===== src/rtl/fp_minmax_cmp_pipe.sv =====
// Pipelined FP min/max/compare unit with RISC-V NaN and NV-flag semantics.
// All arithmetic sits ahead of slot 0; later slots only retime the result.
module fp_minmax_cmp_pipe #(
    parameter int EXP_W  = 8,
    parameter int MAN_W  = 23,
    parameter int STAGES = 2,
    localparam int FLEN  = 1 + EXP_W + MAN_W
) (
    input  logic            clk_i,
    input  logic            rst_i,
    input  logic            clk_en_i,
    input  logic            valid_i,
    output logic            ready_o,
    input  logic [FLEN-1:0] operand_A_i,
    input  logic [FLEN-1:0] operand_B_i,
    input  logic [2:0]      operation_i,
    output logic            valid_o,
    input  logic            ready_i,
    output logic [FLEN-1:0] result_o,
    output logic            invalid_op_o
);

    localparam logic [2:0] OP_FMIN = 3'b000;
    localparam logic [2:0] OP_FMAX = 3'b001;
    localparam logic [2:0] OP_FEQ  = 3'b010;
    localparam logic [2:0] OP_FLT  = 3'b011;
    localparam logic [2:0] OP_FLE  = 3'b100;

    localparam logic [FLEN-1:0] CANON_NAN =
        {1'b0, {EXP_W{1'b1}}, 1'b1, {(MAN_W-1){1'b0}}};

    logic [EXP_W-1:0] a_exp, b_exp;
    logic [MAN_W-1:0] a_man, b_man;
    logic [FLEN-2:0]  a_mag, b_mag;
    logic a_sign, b_sign;
    logic a_nan, b_nan, a_snan, b_snan;
    logic any_nan, any_snan, both_zero;
    logic ord_lt, bits_eq, is_min;

    logic [FLEN-1:0] res_d;
    logic            inv_d;

    assign a_sign = operand_A_i[FLEN-1];
    assign b_sign = operand_B_i[FLEN-1];
    assign a_exp  = operand_A_i[FLEN-2 -: EXP_W];
    assign b_exp  = operand_B_i[FLEN-2 -: EXP_W];
    assign a_man  = operand_A_i[MAN_W-1:0];
    assign b_man  = operand_B_i[MAN_W-1:0];
    assign a_mag  = operand_A_i[FLEN-2:0];
    assign b_mag  = operand_B_i[FLEN-2:0];

    assign a_nan  = (&a_exp) & (|a_man);
    assign b_nan  = (&b_exp) & (|b_man);
    assign a_snan = a_nan & ~a_man[MAN_W-1];
    assign b_snan = b_nan & ~b_man[MAN_W-1];

    assign any_nan   = a_nan | b_nan;
    assign any_snan  = a_snan | b_snan;
    assign both_zero = ~(|a_mag) & ~(|b_mag);
    assign bits_eq   = operand_A_i == operand_B_i;

    // Total order with -0 below +0; negatives compare by reversed magnitude.
    assign ord_lt = (a_sign != b_sign) ? a_sign :
                    (a_sign ? (a_mag > b_mag) : (a_mag < b_mag));

    assign is_min = operation_i == OP_FMIN;

    always_comb begin
        res_d = '0;
        inv_d = 1'b0;
        case (operation_i)
            OP_FMIN, OP_FMAX: begin
                inv_d = any_snan;
                if (a_nan & b_nan)
                    res_d = CANON_NAN;
                else if (a_nan)
                    res_d = operand_B_i;
                else if (b_nan)
                    res_d = operand_A_i;
                else if (is_min == ord_lt)
                    res_d = operand_A_i;
                else
                    res_d = operand_B_i;
            end
            OP_FEQ: begin
                inv_d    = any_snan;
                res_d[0] = ~any_nan & (bits_eq | both_zero);
            end
            OP_FLT: begin
                inv_d    = any_nan;
                res_d[0] = ~any_nan & ord_lt & ~both_zero;
            end
            OP_FLE: begin
                inv_d    = any_nan;
                res_d[0] = ~any_nan & (ord_lt | bits_eq | both_zero);
            end
            default: begin
                inv_d = 1'b1;
            end
        endcase
    end

    logic [STAGES-1:0]           vld;
    logic [STAGES-1:0]           inv;
    logic [STAGES-1:0][FLEN-1:0] res;
    logic [STAGES-1:0]           free;
    logic                        fire;

    // A slot can load when it or any slot downstream of it has a hole,
    // or when the output is being drained this cycle.
    for (genvar k = 0; k < STAGES; k++) begin : g_free
        assign free[k] = ready_i | ~(&vld[STAGES-1:k]);
    end

    assign ready_o = clk_en_i & ~rst_i & free[0];
    assign fire    = valid_i & ready_o;

    always_ff @(posedge clk_i) begin
        if (rst_i) begin
            vld <= '0;
            inv <= '0;
            res <= '0;
        end else if (clk_en_i) begin
            if (free[0]) begin
                vld[0] <= fire;
                res[0] <= res_d;
                inv[0] <= inv_d;
            end
            for (int k = 1; k < STAGES; k++) begin
                if (free[k]) begin
                    vld[k] <= vld[k-1];
                    res[k] <= res[k-1];
                    inv[k] <= inv[k-1];
                end
            end
        end
    end

    assign valid_o      = vld[STAGES-1];
    assign result_o     = res[STAGES-1];
    assign invalid_op_o = inv[STAGES-1];

endmodule


===== config.mk =====
export PLATFORM = sky130hd
export DESIGN_NAME = fp_minmax_cmp_pipe
export DESIGN_NICKNAME = d
export VERILOG_FILES = /design/src/rtl/fp_minmax_cmp_pipe.sv
export SDC_FILE = /design/constraint.sdc
export NUM_CORES = 1
export LEC_CHECK = 0
export ABC_AREA = 0
export CORE_ASPECT_RATIO = 0.6
export CORE_MARGIN = 2
export CORE_UTILIZATION = 45
export CTS_BUF_LIST = sky130_fd_sc_hd__clkbuf_16
export DETAILED_ROUTE_END_ITERATION = 12
export PLACE_DENSITY = 0.75
export SLEW_MARGIN = 20
export SYNTH_ARGS = -nofsm -noshare
export SYNTH_HDL_FRONTEND = slang
export SYNTH_SLANG_ARGS = --single-unit

===== constraint.sdc =====
create_clock -name clk_i -period 4.6 [get_ports clk_i]
set_input_delay 0.46 -clock clk_i [delete_from_list [all_inputs] [get_ports clk_i]]
set_output_delay 0.46 -clock clk_i [all_outputs]
set_load 0.02 [all_outputs]

-- Word level (Yosys, flattened, before mapping)
Cells that the tools add are included.
- flip-flop bits (word level): 68
- logic and storage cells: 66
- magnitude comparators: 2
- equal/unequal tests: 7
- reduce and logical (&&, ||, !) cells: 13
- bitwise gates (word level): 29
- multiplexer cells: 9
- operators with widths (kind ; count):
    32-bit two-way mux ; 4
    31-bit OR reduction ; 2
    23-bit OR reduction ; 2
    32-bit equality test ; 1
    31-bit > comparator ; 1
    31-bit less-than comparator ; 1
    31-bit two-way mux ; 1
    8-bit AND reduction ; 2
    1-bit bitwise AND ; 13
    1-bit inverter ; 9
    1-bit bitwise OR ; 7
    3-bit by 2-bit equality test with 1-bit output (second input constant) ; 2
    2-bit AND reduction ; 3
    1-bit case mux with 4 select lines ; 1
    2-bit OR reduction ; 2
    3-bit by 1-bit equality test with 1-bit output (second input constant) ; 1
    3-bit equality test (second input constant) ; 1
    3-bit logical NOT ; 1
    3-bit OR reduction ; 1
    1-bit two-way mux ; 2
    1-bit case mux with 2 select lines ; 1
    1-bit equality test ; 1
    1-bit != test ; 1

-- Depth between registers and ports, before layout
Gate-level depths: netlist of run 1.
- depth in word-level cells: 9
- mapped depth: 11
- depth with buffers taken out: 10

-- Worst setup path after synthesis of run 1
OpenSTA, ideal clock, no wires.
- path kind: input to register
- start: input port operand_B_i[22]
- end: register res[10] (netlist name)
- slack: 1637 ps
- stages on the path: 10
- arrival: 2835 ps
- data required time: 4472 ps
- path buffers: 1
- setup time: 128 ps
- cells stage by stage: inv_1 -> ha_1 -> nand4_1 -> or4_4 -> a211o_2 -> o2111a_1 -> a2111oi_4 -> buf_6 -> mux2i_1 -> o21ai_1
- cells in the longest elaborated chain, start to end: 9
- ends and longest elaborated chain (item ; line ; text):
    start: declaration ; 15 ; input logic [FLEN-1:0] operand_B_i,
    31-bit less-than comparator / 31-bit > comparator (equally long branches) ; 64 ; (a_sign ? (a_mag > b_mag) : (a_mag < b_mag));
    1-bit two-way mux ; 64 ;
    1-bit two-way mux ; 63 ; assign ord_lt = (a_sign != b_sign) ? a_sign :
    1-bit equality test ; 80 ; else if (is_min == ord_lt)
    32-bit two-way mux ; 80 ;
    32-bit two-way mux ; 78 ; else if (b_nan)
    32-bit two-way mux ; 76 ; else if (a_nan)
    32-bit two-way mux * ; 74 ; if (a_nan & b_nan)
    31-bit two-way mux * ; 71 ; case (operation_i)
    end signal: indexed assignment ; 132 ; res[k] <= res[k-1];
    end: declaration ; 105 ; logic [STAGES-1:0][FLEN-1:0] res;
Mark *: on every way between the ends. The rest lies on a longest branch, timed or not.
A chain may end at the register's enable or synchronous reset.

-- Worst setup path in the final report of run 1
- start: input port operand_B_i[22]
- end: register res[18] (netlist name)
The elaborated chain is that of the path after synthesis.

==> results.sh, run 1 <==
export IMPL_ios=107
export IMPL_synth_adder_area_share=0.09515
export IMPL_fin_util=0.6147
export IMPL_report_final_hold_viol_count=0
export IMPL_tns_ps=0
export IMPL_clock_sinks=68
export IMPL_fillers=761
export IMPL_worstMarginPinSlew_ps=765.1
export IMPL_maxSlewHeadroom=0.4887
export IMPL_crit_slowest_cell="or4_4"
export IMPL_dieArea_mm2=0.009861
export IMPL_clock_fmax_ghz=0.2749
export IMPL_cts_htree_levels=3
export IMPL_status="complete, no violations"
export IMPL_drive_above_1_share=0.05772
export IMPL_synth_seq_cells=68
export IMPL_synth_area_mux_share=0.07366
export IMPL_synth_cells=514
export IMPL_start_util=0.4711
export IMPL_layout_nets=687
export IMPL_cts_buffer_depth=2
export IMPL_firstDrtPassIters=5
export IMPL_ys_seq_area_frac=0.3339
export IMPL_synth_compound_area_frac=0.1728
export IMPL_wl_um=11910
export IMPL_grt_usage=0.2462
export IMPL_grt_pass1_vias=3633
export IMPL_worstSetupPathType="in -> reg"
export IMPL_route_vias_total=3973
export IMPL_drv_slew=0
export IMPL_maxCapViolations=0
export IMPL_crit_chain="clkdlybuf4s50_1 > inv_1 > ha_1 > nand4_1 > or4_4 > nor2b_4 > or3_2 > o2111ai_2 > a2111oi_4 > buf_12 > mux2i_1 > o21ai_1"
export IMPL_cts_root_buf="clkbuf_16"
export IMPL_synthToLayoutAreaGrowth_pct=30.48
export IMPL_fin_crit_sh=0.7907
export IMPL_synth_avg_cell_area_um2=7.931
export IMPL_detail_route_wl_per_cell_um=17.00
export IMPL_arrival_ps=3820
export IMPL_die_h_um=77.73
export IMPL_peakVddDrop_uv=161.3
export IMPL_postCtsHoldBufs=0
export IMPL_powerDensity_mw_per_mm2=315.5
export IMPL_core_mm2=0.008653
export IMPL_numCtsBuffers=9
export IMPL_leakagePower_nw=2.073
export IMPL_grt_max_degree=41
export IMPL_synth_async_sr_flop_share=0
export IMPL_drc_errors=0
export IMPL_min_period_ps=3637
export IMPL_synth_top_family_by_area="simple AND/OR/NAND/NOR gates"
export IMPL_syn_nets=617
export IMPL_worst_ep_required_time_ps=4780
export IMPL_fin_skew_ps=6.058
export IMPL_tritoncts="yes"
export IMPL_drt_iter0_markers=414
export IMPL_synth_edf_count=0
export IMPL_dp_hpwl_um=9563
export IMPL_rows=26
export IMPL_cts_resized=0
export IMPL_rsz0062_at_grt="no"
export IMPL_end_kind="register"
export IMPL_clk_pin_slew_ps=60
export IMPL_postCtsSetupRepairBufs=0
export IMPL_grt_pass1_wl_um=19020
export IMPL_ant_nets=0
export IMPL_die_w_um=126.9
export IMPL_place_port_buffers=106
export IMPL_setup_viol=0
export IMPL_hp_class="reg -> reg"
export IMPL_synth_cell_types=47
export IMPL_diodes=0
export IMPL_grt_overflow=0
export IMPL_globalplace_congestion=0.9705
export IMPL_synthFlopType="dfxtp_1"
export IMPL_syn_area_mm2=0.004076
export IMPL_yosys_area_share_simple=0.2060
export IMPL_crit_fanout=30
export IMPL_yosysWarnings=0
export IMPL_antenna_found_initial=0
export IMPL_cp_start_kind="input port"
export IMPL_cpPeakStageDelay_ps=570
export IMPL_insertion_delay_ps=330
export IMPL_synth_xor_area_share=0.004297
export IMPL_vias_per_cell=5.668
==> cell families after synthesis <==
| group | Yosys count |
|---|---|
| XOR/XNOR | 2 |
| AO/OA/AOI/OAI | 114 |
| flip-flops | 68 |
| adder cells (fa/ha/maj) | 31 |
| multiplexers | 30 |
| buffers and inverters | 86 |
| AND/OR/NAND/NOR | 183 |
==> synth_stat cells (all sizes together) (3+ instances only) <==
| cell type | instances | area [um^2] |
|---|---|---|
| inv | 34 | 127.6 |
| nand4 | 15 | 93.84 |
| o21ai | 40 | 200.2 |
| a21oi | 45 | 225.2 |
| dfxtp | 68 | 1361 |
| nand3 | 4 | 20.02 |
| a211oi | 7 | 62.56 |
| nor3 | 7 | 35.03 |
| mux2i | 30 | 300.3 |
| o21a | 3 | 22.52 |
| ha | 31 | 387.9 |
| nor2 | 15 | 56.30 |
| buf | 36 | 277.8 |
| a22oi | 4 | 30.03 |
| clkbuf | 16 | 60.06 |
| nand2 | 112 | 420.4 |
| nor4 | 19 | 125.1 |
==> path summary, 6_finish.rpt <==
| path | start | endpoint | slack [ps] | depth (start not counted) |
|---|---|---|---|---|
| max | operand_B_i[22] | res[18] | 960 | 12 |
| min reg2reg | res[14] | res[14] | 450 | 2 |
| max reg2reg | vld[1] | res[0] | 2300 | 9 |
| min | res[14] | res[14] | 450 | 2 |
==> cell type report <==
class	instances	area, um^2	area share
Clock buffer	9	225.2	0.04234
Multi-Input combinational cell	360	2255	0.4239
Sequential cell	68	1361	0.2559
Clock inverter	7	98.84	0.01858
Timing Repair Buffer	111	1111	0.2089
Tap cell	112	140.1	0.02635
Inverter	34	127.6	0.02399
==> through the flow <==
| step | total power, W | instances | setup slack (ps) | hold WS, ps | area [um^2] |
|---|---|---|---|---|---|
| after global placement | 0.0009387 | 685 | 802.6 | 438.2 | 4994 |
| after global routing | 0.001738 | 701 | 719.8 | 467.6 | 5319 |
| final | 0.001678 | 701 | 962.7 | 451.8 | 5319 |
| after detailed placement | 0.0009483 | 685 | 640.4 | 444.1 | 4994 |
| after CTS | 0.001685 | 701 | 981.4 | 452.3 | 5318 |
| after floorplan | 0.0008097 | 514 | 1637 | 428.6 | 4076 |
==> sequential cells by signal, indices dropped and copies added (netlist names) <==
name      flops
res          32
inv           2
result_o     32
vld           2
==> critical path: cells and delay by family <==
kind	cells	cell delay, ps
mux	1	350
buf+inv	3	930
compound gates	3	740
fa+ha+maj	1	320
simple gates	4	1010
==> where the power goes <==
group          internal, W  switching, W
clock network     0.000478      0.000259
registers         0.000607     0.0000119
logic             0.000150      0.000173
total              0.00123      0.000444
==> routing by layer <==
metal	GRT usage	vias to the layer above	routed length, um
met3	0.04828	12	1120
met5	0	-	0
met2	0.3253	193	4604
li1	-	1922	-
met4	0.07912	0	121
met1	0.3897	1846	6067
==> layout by cell type (no fill, tap or decap), drive strengths merged, types with 2 or more instances in the layout <==
cell	Yosys	final
nand2	112	112
clkdlybuf4s50	0	106
dfxtp	68	68
a21oi	45	45
o21ai	40	40
inv	34	36
ha	31	31
mux2i	30	30
nor4	19	19
nor2	15	15
nand4	15	15
clkbuf	16	9
nor3	7	7
a211oi	7	7
buf	36	5
nand3	4	4
a22oi	4	4
o21a	3	3
nand3b	2	2
o2111a	2	2
xnor2	2	2
bufinv	0	2
nor2b	2	2
or3	2	2
clkinv	0	2
(Power assumes the default switching activity.)
==> inputs of run 2 (changes only) <==
--- a/config.mk
+++ b/config.mk
@@ -11,7 +11,7 @@
 export CORE_UTILIZATION = 45
 export CTS_BUF_LIST = sky130_fd_sc_hd__clkbuf_16
 export DETAILED_ROUTE_END_ITERATION = 12
-export PLACE_DENSITY = 0.75
+export PLACE_DENSITY = 0.78
 export SLEW_MARGIN = 20
 export SYNTH_ARGS = -nofsm -noshare
 export SYNTH_HDL_FRONTEND = slang
==> constraint.sdc (replaced) <==
create_clock -name clk_i -period 3.05 [get_ports clk_i]
set_input_delay 0.305 -clock clk_i [delete_from_list [all_inputs] [get_ports clk_i]]
set_output_delay 0.305 -clock clk_i [all_outputs]
set_load 0.02 [all_outputs]
==> results.sh, run 2 (synthesized netlist as in run 1, its figures left out) <==
export IMPL_status="finished with violations"
export IMPL_violations="negative setup slack"
export IMPL_worstSetupPathType="in -> reg"
export IMPL_dieArea_mm2=0.009861
export IMPL_route_vias_total=4471
export IMPL_drc_errors=0
export IMPL_arrival_ps=3300
export IMPL_setup_viol=9
export IMPL_wl_met3_um=1411
export IMPL_fillers=568
export IMPL_insertion_delay_ps=340
export IMPL_fin_ws_ps=-27.39
export IMPL_critPathTopFamily="simple AND/OR/NAND/NOR gates"
export IMPL_peakVddDrop_uv=291.5
export IMPL_cts_buffer_depth=2
export IMPL_rows=26
export IMPL_cts_htree_levels=3
export IMPL_layout_nets=782
export IMPL_maxCapViolations=0
export IMPL_grt_max_degree=34
export IMPL_min_period_ps=3077
export IMPL_drv_slew=0
export IMPL_numCtsBuffers=9
export IMPL_wl_met2_um=5884
export IMPL_crit_fanout=9
export IMPL_grt_pass1_wl_um=21120
export IMPL_drive_above_1_share=0.2895
export IMPL_cpPeakStageDelay_ps=590
export IMPL_fin_crit_sh=1.009
export IMPL_ant_nets=0
export IMPL_drt_iter0_markers=474
export IMPL_synthToLayoutAreaGrowth_pct=58.13
export IMPL_maxUsedRoutingLayer="met4"
export IMPL_cp_start_kind="input port"
export IMPL_cpMostUsedCell="buf_4"
export IMPL_crit_slowest_cell="or4_4"
export IMPL_powerDensity_mw_per_mm2=424.7
export IMPL_final_cell_mix="nand2_1, buf_4, dfxtp_1"
export IMPL_globalplace_congestion=0.9941
export IMPL_start_util=0.4711
export IMPL_postCtsHoldBufs=0
export IMPL_hp_class="in -> reg"
export IMPL_clk_pin_slew_ps=60
export IMPL_fin_util=0.7449
export IMPL_die_h_um=77.73
export IMPL_report_final_hold_viol_count=0
export IMPL_m1WireLength_um=6567
export IMPL_vias_per_cell=5.617
export IMPL_diodes=0
export IMPL_crit_buf_inv=4
export IMPL_grt_pass1_vias=4267
export IMPL_clock_fmax_ghz=0.3250
export IMPL_worstMarginPinSlew_ps=1140
export IMPL_ios=107
export IMPL_grt_overflow=0
export IMPL_tritoncts="yes"
export IMPL_dp_hpwl_um=10290
export IMPL_antenna_found_initial=0
export IMPL_cts_root_buf="clkbuf_16"
export IMPL_core_mm2=0.008653
export IMPL_leakagePower_nw=2.851
export IMPL_crit_chain="clkdlybuf4s15_1 > ha_1 > nand4_1 > or4_4 > buf_6 > a211oi_4 > nor4_4 > a2111oi_4 > buf_4 > buf_4 > mux2i_2 > o21ai_1"
export IMPL_place_port_buffers=106
export IMPL_die_w_um=126.9
export IMPL_tns_ps=-153.7
export IMPL_grt_usage=0.2711
export IMPL_detail_route_wl_per_cell_um=17.88
export IMPL_maxSlewHeadroom=0.2343
export IMPL_wl_um=14230
export IMPL_final_common_cell="nand2_1"
export IMPL_end_kind="register"
export IMPL_worst_ep_required_time_ps=3270
export IMPL_clock_sinks=68
export IMPL_fin_skew_ps=11.43
export IMPL_firstDrtPassIters=5
run 2: cell count changes in the layout (fill, tap and decap cells not counted), moves of 7 or more:
cell / previous run / this run
clkdlybuf4s50_1: 106 / 45
ha_1: 31 / 13
mux2i_2: 0 / 9
inv_1: 34 / 23
buf_4: 4 / 94
ha_4: 0 / 18
dlygate4sd2_1: 0 / 7
dlymetal6s2s_1: 0 / 33
inv_2: 0 / 12
clkbuf_2: 0 / 19
mux2i_1: 30 / 17
run 2: worst paths after layout:
kind	from	to	slack [ps]	depth (start not counted)
max	operand_A_i[27]	res[6]	-30	12
min	operand_B_i[24]	res[24]	370	4
max reg2reg	vld[1]	res[0]	970	8
min reg2reg	result_o[12]	result_o[12]	450	2
run 2: cell type report:
| type | count | area [um^2] | share of cell area |
|---|---|---|---|
| well taps | 112 | 140.1 | 0.02174 |
| multi-input cells | 360 | 2651 | 0.4113 |
| repair buffers | 206 | 1848 | 0.2867 |
| inverters | 34 | 127.6 | 0.01980 |
| clock buffers | 9 | 225.2 | 0.03494 |
| flip-flops and latches | 68 | 1361 | 0.2112 |
| clock inverters | 7 | 92.59 | 0.01436 |
run 2: where the power goes:
group	switching [W]	internal (W)
sequential	0.0000181	0.000916
clock	0.000396	0.000712
combinational	0.000338	0.000358
run 2: metrics by stage:
step	total power (W)	instance area (um^2)	hold WS, ps	setup WS (ps)	instances
finish	0.002738	6446	374.6	-27.39	796
global route	0.002825	6446	402.9	-74.87	796
CTS	0.002707	6236	449.9	0.05063	791
detailed placement	0.001526	5619	442.5	-567.3	765
global placement	0.001509	5619	438.3	-509.7	765
floorplan	0.001221	4076	428.6	242.1	514
run 2: tightest hold or removal path, cell delays in order:
cell      delay, ps
clkbuf_2        100
buf_4           110
mux2i_1          60
o21ai_1         100
run 2: routing by layer:
layer  track usage  up-vias
met5             0        -
met4       0.09231        0
met3       0.07172       42
met2        0.3919      291
met1        0.3895     2028
li1              -     2110
run 2: repair_timing:
action | CTS | global route
setup buffers | 9 | 7
pin swaps | 18 | 28
setup endpoints to repair | 26 | 32
endpoints found under the hold margin | 0 | 0
gates resized for setup | 62 | 101
cloned | 1 | 0
==> inputs of run 3 (changes only) <==
--- a/config.mk
+++ b/config.mk
@@ -11,8 +11,7 @@
 export CORE_UTILIZATION = 45
 export CTS_BUF_LIST = sky130_fd_sc_hd__clkbuf_16
 export DETAILED_ROUTE_END_ITERATION = 12
-export PLACE_DENSITY = 0.78
-export SLEW_MARGIN = 20
+export PLACE_DENSITY_LB_ADDON = 0.12
 export SYNTH_ARGS = -nofsm -noshare
 export SYNTH_HDL_FRONTEND = slang
 export SYNTH_SLANG_ARGS = --single-unit
==> results.sh, run 3 (synthesized netlist as in run 1, its figures left out) <==
export IMPL_die_w_um=126.9
export IMPL_arrival_ps=3170
export IMPL_clock_sinks=68
export IMPL_p_sw_frac=0.2737
export IMPL_grt_max_degree=34
export IMPL_detail_route_wl_per_cell_um=17.29
export IMPL_final_cell_mix="nand2_1, buf_4, dfxtp_1"
export IMPL_cpMostUsedCell="buf_4"
export IMPL_peakVddDrop_uv=276.7
export IMPL_r2r_start="vld[1]"
export IMPL_clock_fmax_ghz=0.3378
export IMPL_powerDensity_mw_per_mm2=411.8
export IMPL_dieArea_mm2=0.009861
export IMPL_start_util=0.4711
export IMPL_clk_pin_slew_ps=50
export IMPL_r2r_cells=8
export IMPL_firstDrtPassIters=5
export IMPL_globalplace_congestion=0.8982
export IMPL_crit_slowest_cell="a2111oi_4"
export IMPL_vias_per_cell=5.487
export IMPL_grt_pass1_wl_um=21210
export IMPL_tritoncts="yes"
export IMPL_drv_slew=0
export IMPL_cp_start_kind="input port"
export IMPL_p_sw_w=0.0007252
export IMPL_insertion_delay_ps=330
export IMPL_cpPeakStageDelay_ps=350
export IMPL_whs_path_depth=4
export IMPL_setup_viol=0
export IMPL_final_common_cell="nand2_1"
export IMPL_reg2reg_to="res[0]"
export IMPL_internal_power_w=0.001924
export IMPL_leakagePower_nw=2.638
export IMPL_hp_class="in -> reg"
export IMPL_crit_buf_inv=5
export IMPL_report_final_hold_viol_count=0
export IMPL_worstSetupPathType="in -> reg"
export IMPL_drive_above_1_share=0.3479
export IMPL_numCtsBuffers=9
export IMPL_m1WireLength_um=6819
export IMPL_r2r_setup_slack_ps=1180
export IMPL_drt_iter0_markers=385
export IMPL_ios=107
export IMPL_diodes=0
export IMPL_wl_met3_um=1058
export IMPL_core_mm2=0.008653
export IMPL_hold_start="operand_B_i[24]"
export IMPL_drc_errors=0
export IMPL_p_seq_frac=0.352
export IMPL_maxUsedRoutingLayer="met4"
export IMPL_crit_chain="clkdlybuf4s15_1 > inv_1 > ha_4 > nand4_1 > nor2_1 > o31ai_2 > buf_4 > a211o_4 > o2111a_2 > a2111oi_4 > buf_4 > bufbuf_16 > mux2i_4 > o21ai_1"
export IMPL_ant_nets=0
export IMPL_fin_skew_ps=4.913
export IMPL_min_to="res[24]"
export IMPL_dpl_worst_slack_ps=-597.9
export IMPL_status="complete, no violations"
export IMPL_worst_ep_required_time_ps=3260
export IMPL_dp_hpwl_um=10230
export IMPL_die_h_um=77.73
export IMPL_fin_crit_sh=0.9706
export IMPL_critPathTopFamily="compound AO/OA/AOI/OAI gates"
export IMPL_route_vias_total=4384
export IMPL_crit_fanout=6
export IMPL_min_period_ps=2960
export IMPL_maxCapViolations=0
export IMPL_cts_buffer_depth=2
export IMPL_layout_nets=785
export IMPL_wl_met2_um=5659
export IMPL_fin_cells=799
export IMPL_synthToLayoutAreaGrowth_pct=57.80
export IMPL_grt_pass1_vias=4118
export IMPL_rows=26
export IMPL_wl_um=13810
export IMPL_place_port_buffers=106
export IMPL_clkPwrFrac=0.371
export IMPL_maxSlewHeadroom=0.5657
export IMPL_p_comb_frac=0.278
export IMPL_cts_root_buf="clkbuf_16"
export IMPL_antenna_found_initial=0
export IMPL_grt_overflow=0
export IMPL_worstMarginPinSlew_ps=649.4
export IMPL_dpl_cell_count=776
export IMPL_tns_ps=0
export IMPL_grt_usage=0.2717
export IMPL_fin_ws_ps=89.53
export IMPL_cts_htree_levels=3
export IMPL_end_kind="register"
## run 3: cell count changes in the layout (fill, tap and decap cells not counted), sizes merged
cell and delta:
dlymetal6s2s -23, clkbuf +19, dlygate4sd2 +5, buf +2
clkinv +2, clkinvlp -2, bufbuf +1, bufinv -1
clkdlybuf4s50 -1, inv +1
## run 3: what timing repair did
action	4_1_cts	5_1_grt
buffers inserted	7	2
pin swaps	28	26
hold buffers	0	0
endpoints found under the setup margin	32	32
cloned	1	0
gates resized for setup	117	112
## run 3: power groups by stage
stage	logic, W	registers, W	clock network (W)
after detailed placement	0.000600	0.000950	0
after CTS	0.000711	0.000931	0.000988
after global placement	0.000585	0.000949	0
final	0.000735	0.000932	0.000982
after global routing	0.000783	0.000934	0.00102
after floorplan	0.000275	0.000946	0
## run 3: metrics by stage
| step | power (W) | hold slack [ps] | cell area, um^2 | utilization |
|---|---|---|---|---|
| after global placement | 0.001534 | 433.1 | 5714 | 0.6604 |
| after CTS | 0.002631 | 447.8 | 6427 | 0.7428 |
| final | 0.002649 | 388.1 | 6432 | 0.7433 |
| after floorplan | 0.001221 | 428.6 | 4076 | - |
| after detailed placement | 0.001550 | 439.7 | 5714 | 0.6604 |
| after global routing | 0.002741 | 416.9 | 6432 | 0.7433 |
## run 3: area by class of cell
type                    instances  area [um^2]
multi-input cells             360         2774
fillers                       616         2221
repair buffers                209         1744
flip-flops and latches         68         1361
clock buffers                   9        225.2
well taps                     112        140.1
inverters                      34        127.6
clock inverters                 7        60.06
## run 3: per-layer routing
layer | vias to the layer above | global-route usage
met4 | 0 | 0.08791
met3 | 31 | 0.02414
met1 | 2001 | 0.4114
li1 | 2106 | -
met5 | - | 0
met2 | 246 | 0.4054
## run 3: how the worst max path moves through the flow
| stage | cells past startpoint | end | start |
|---|---|---|---|
| final | 14 | res[30] | operand_B_i[13] |
| after global placement | 12 | res[4] | operand_B_i[22] |
| after floorplan | 10 | res[10] | operand_B_i[22] |
| after CTS | 15 | res[12] | operand_A_i[6] |
| after global routing | 14 | res[30] | operand_B_i[14] |
| after detailed placement | 12 | res[4] | operand_B_i[21] |
## run 3: worst min-delay path: stages
cell and delay (ps):
clkbuf_2 100, buf_4 110, mux2i_1 60, o21ai_1 100
